### src/rtl/pc_fetch_unit_pkg.sv
// rtl/pc_fetch_unit_pkg.sv - shared encodings for the fetch stage
package pc_fetch_unit_pkg;

  typedef enum logic {
    ST_RUN        = 1'b0,
    ST_REDIR_WAIT = 1'b1
  } fetch_state_e;

endpackage

### src/rtl/pc_adder.sv
// rtl/pc_adder.sv - combinational PC + 4 incrementer, wraps modulo 2^XLEN
module pc_adder #(
  parameter int XLEN = 32
) (
  input  logic [XLEN-1:0] pc,
  output logic [XLEN-1:0] pc_plus4
);

  assign pc_plus4 = pc + XLEN'(4);

endmodule

### src/rtl/pc_fetch_unit.sv
// rtl/pc_fetch_unit.sv - fetch PC owner: redirects, stalls, busy-memory parking
module pc_fetch_unit
  import pc_fetch_unit_pkg::*;
#(
  parameter int              XLEN     = 32,
  parameter logic [XLEN-1:0] RESET_PC = '0
) (
  input  logic            CLK,
  input  logic            RESET,
  input  logic            PC_SEL,
  input  logic [XLEN-1:0] BRANCH_TARGET,
  input  logic            STALL,
  input  logic            IMEM_BUSY,
  output logic [XLEN-1:0] PC,
  output logic [XLEN-1:0] PC_PLUS4,
  output logic            IMEM_READ,
  output logic            FLUSH,
  output logic            MISALIGN
);

  fetch_state_e    state_q, state_d;
  logic [XLEN-1:0] pc_q, pc_d;
  logic [XLEN-1:0] saved_q, saved_d;
  logic [XLEN-1:0] pc_inc;
  logic [XLEN-1:0] target_aligned;
  logic            misalign_q, misalign_d;
  logic            imem_read_q;

  pc_adder #(.XLEN(XLEN)) u_pc_adder (
    .pc       (pc_q),
    .pc_plus4 (pc_inc)
  );

  assign target_aligned = {BRANCH_TARGET[XLEN-1:2], 2'b00};

  always_ff @(posedge CLK) begin
    if (!RESET) begin
      state_q     <= ST_RUN;
      pc_q        <= RESET_PC;
      saved_q     <= '0;
      misalign_q  <= 1'b0;
      imem_read_q <= 1'b0;
    end else begin
      state_q     <= state_d;
      pc_q        <= pc_d;
      saved_q     <= saved_d;
      misalign_q  <= misalign_d;
      imem_read_q <= 1'b1;
    end
  end

  // A redirect outranks STALL: a resolved branch beats a load-use freeze.
  always_comb begin
    state_d    = state_q;
    pc_d       = pc_q;
    saved_d    = saved_q;
    misalign_d = 1'b0;
    case (state_q)
      ST_RUN: begin
        if (PC_SEL) begin
          misalign_d = |BRANCH_TARGET[1:0];
          if (IMEM_BUSY) begin
            saved_d = target_aligned;
            state_d = ST_REDIR_WAIT;
          end else begin
            pc_d = target_aligned;
          end
        end else if (!(STALL || IMEM_BUSY)) begin
          pc_d = pc_inc;
        end
      end
      ST_REDIR_WAIT: begin
        if (!IMEM_BUSY) begin
          pc_d    = saved_q;
          state_d = ST_RUN;
        end
      end
    endcase
  end

  always_comb begin
    FLUSH = (state_q == ST_REDIR_WAIT) || ((state_q == ST_RUN) && PC_SEL);
  end

  assign PC        = pc_q;
  assign PC_PLUS4  = pc_inc;
  assign IMEM_READ = imem_read_q;
  assign MISALIGN  = misalign_q;

endmodule

### config.mk
export PLATFORM = sky130hd
export DESIGN_NAME = pc_fetch_unit
export DESIGN_NICKNAME = d
export VERILOG_FILES = /design/src/rtl/pc_fetch_unit_pkg.sv /design/src/rtl/pc_adder.sv /design/src/rtl/pc_fetch_unit.sv
export SDC_FILE = /design/constraint.sdc
export NUM_CORES = 1
export LEC_CHECK = 0
export CAP_MARGIN = 20
export CORE_MARGIN = 2
export CORE_UTILIZATION = 40
export CTS_CLUSTER_DIAMETER = 50
export DETAILED_ROUTE_END_ITERATION = 7
export PLACE_DENSITY = 0.68
export REMOVE_ABC_BUFFERS = 1
export SYNTH_ARGS = -nofsm -noshare
export SYNTH_HDL_FRONTEND = slang
export SYNTH_SLANG_ARGS = --single-unit
export TNS_END_PERCENT = 100
### constraint.sdc
create_clock -name CLK -period 3.15 [get_ports CLK]
set_clock_uncertainty 0.2 [all_clocks]
set_input_delay 0.7875 -clock CLK [delete_from_list [all_inputs] [get_ports CLK]]
set_output_delay 0.7875 -clock CLK [all_outputs]
set_load 0.05 [all_outputs]
==> key figures <==
Run status
  • Run status: completed

GRT
  • Vias in the first global route: 3896
  • GR Overflow Total: 0
  • Most used routing layer in global routing: met2
  • Initial antenna violation count: 0
  • Met1 usage: 0.323
  • First-pass GRT wire length: 20.0 mm
  • Pin count of the biggest net entering global routing: 30
  • Global Route met2 Usage: 0.412
  • GR Layer Usage met3: 0.0511
  • Tot GR Track Use: 0.248

Drt
  • Vias: 4043
  • DR DRC count: 0
  • Vias per inst: 5.55
  • DRT Wirelength: 12.7 mm
  • DR pass1 iterations: 4
  • WL/cell: 17.5 microns
  • DRT antenna net count: 0
  • Iter 0 DRT Violations: 255

Setup path
  • Setup CP Type: reg2out
  • Critical path fanouts, max: 9
  • Startpoint types: register
  • Worst Path Arrival: 2090 ps
  • Worst setup EP type: output port
  • CP required: 2160 ps

STA
  • Slew HR: 0.610
  • Hold Fails Final Rpt: 0
  • RSZ-0062 raised after global routing: true
  • FMAX: 0.325 GHz
  • Setup WS post-layout: 70.3 ps
  • Pins Over Slew Limit: 0
  • Final Setup Violations: 0
  • Tcrit/Tclk final: 0.978
  • Final min period: 3080 ps
  • Least-Margin Pin Slew: 583 ps

Synthesis
  • Post-synth top area share: 0.330
  • Cells after synthesis: 485
  • Synth cell types: 59
  • EDFF count, synth: 0
  • Top post-synthesis cells by area: dfxtp_1, nand2_1, a21boi_0
  • FF+latch count, synth: 63
  • Synth area leader: dfxtp_1
  • Main synth FF type: dfxtp_1
  • Ys Warns: 0
  • Mapped Area: 3820 sq um
  • Seq/Total Area, Yosys: 0.330
  • Async SR Flop Fraction: 0
  • Mapped Avg Cell Area: 7.88 sq um

Clock network
  • CTS tree: yes
  • CTS buffer count: 9
  • Clock Pin Slew Worst Setup and Hold Paths: 80 ps
  • Maximum clock path buffer count: 2
  • Clock root buffer: clkbuf_8
  • # H-tree levels: 3
  • Clock latency on the worst-skew pair: 360 ps
  • CTS Sinks: 63

Die
  • Row count: 35
  • Io pins: 104
  • Core box area: 9240 sq um
  • Die W: 102 microns
  • Initial Util: 0.413
  • Die area: 10300 sq um
  • Die height: 102 microns

Place
  • Routability Congestion: 0.902
  • Dpl hpwl: 8.60 mm
  • Dpl ws: 188 ps
  • IO buf count: 99

Pwr
  • Worst vdd ir: 0.000213 V
  • Total Power: 2.36 mW
  • Power Density: 420 nW/um^2
  • Leak pwr: 2.22 nW

Job
  • Max-cap violations: 0

Final layout
  • Nets@finish: 633
  • Fillcell total: 809
  • Share of cells above drive strength 1: 0.223
  • # diodes: 0
  • Area delta synth->final: 47.1%

Hold path
  • Worst hold path type: reg2reg
timing repair:
action / CTS / global route
pin swaps: 4 / 7
gates resized for setup: 20 / 20
cloned: 0 / 0
endpoints found under the setup margin: 13 / 15
hold buffers: 0 / 0
setup buffers: 7 / 3
final cells by class:
type                            instances  area [sq um]  share of cell area
Tap cell                              129           161              0.0287
Multi-Input combinational cell        374          2390               0.425
Inverter                                8          30.0             0.00534
Sequential cell                        63          1290               0.229
Clock inverter                          7          97.6              0.0174
Clock buffer                            9           124              0.0220
Timing Repair Buffer                  139          1530               0.272
metrics by stage:
stage / TNS [ps] / util / cells / cell area (sq um) / hold slack (ps)
after floorplan: -7160 / - / 445 / 3560 / 237
after global placement: 0 / 0.560 / 703 / 5170 / 242
after detailed placement: 0 / 0.560 / 703 / 5170 / 248
after CTS: -14.0 / 0.597 / 726 / 5510 / 261
after global routing: -65.1 / 0.608 / 729 / 5620 / 281
final: 0 / 0.608 / 729 / 5620 / 260
layout by cell type, fill, tap and decap left out, types with 7 or more instances in the layout:
cell / n
dfxtp_2: 14
dfxtp_1: 47
nand2_1: 104
xor2_1: 9
buf_12: 25
o31a_1: 9
nand3_1: 15
xnor2_1: 10
xnor2_2: 7
o21ai_0: 27
clkdlybuf4s50_1: 70
inv_1: 7
a21boi_0: 24
buf_4: 41
clkbuf_8: 9
and3_1: 15
a21oi_1: 32
nor3_1: 7
nor2_1: 16
Yosys cell counts, types with 5 or more instances:
master	number
a21boi_0	24
a21oi_1	32
a221oi_1	5
and3_1	15
buf_4	5
clkbuf_1	23
clkbuf_8	7
dfxtp_1	63
inv_1	7
nand2_1	104
nand3_1	16
nand4_1	5
nor2_1	18
nor3_1	9
o21a_1	6
o21ai_0	27
o22ai_1	6
o31a_1	9
xnor2_1	17
xor2_1	11
report_power, final:
group | switching (mW) | internal [mW] | leakage, nW
Clock | 0.366 | 0.446 | 0.105
Combinational | 0.390 | 0.266 | 1.59
Sequential | 0.0520 | 0.842 | 0.523
Total | 0.809 | 1.55 | 2.22
path summary, 6_finish.rpt:
| check | start | end | slack (ps) | cells past startpoint |
|---|---|---|---|---|
| worst max-delay path | PC[7]$_SDFFE_PN0P_ | PC_PLUS4[31] | 70 | 6 |
| worst min-delay path | saved_q[30]$_SDFFE_PN0P_ | saved_q[30]$_SDFFE_PN0P_ | 260 | 2 |
| worst max register to register | PC[7]$_SDFFE_PN0P_ | PC[27]$_SDFFE_PN0P_ | 810 | 8 |
| worst min register to register | saved_q[30]$_SDFFE_PN0P_ | saved_q[30]$_SDFFE_PN0P_ | 260 | 2 |
cells by family after synthesis:
group,count (synthesis),share of synthesized area
AO/OA/AOI/OAI,145,0.258
XOR/XNOR,28,0.0642
adder cells (fa/ha/maj),1,0.00327
buffers and inverters,51,0.0789
flip-flops,63,0.330
multiplexers,5,0.0134
other,1,0.000982
AND/OR/NAND/NOR,191,0.251
critical path, cell delays in order, from the launching register on:
cell and delay, ps:
dfxtp_2 420, nand4_4 150, buf_4 210, nor3_4 250
and3_1 310, xor2_2 220, buf_12 160
metal layers:
metal  share of wire  up-vias
li1                -     1933
met1            0.43     1945
met2            0.49      148
met3           0.063       17
met4           0.017        0
met5               0        -
flip-flops by register name (all words and copies together), names as in the netlist:
signal and cells:
IMEM_READ 1, MISALIGN 1, PC 30, saved_q 30, state_q 1
Note: power is estimated with default switching activity, not from simulation.
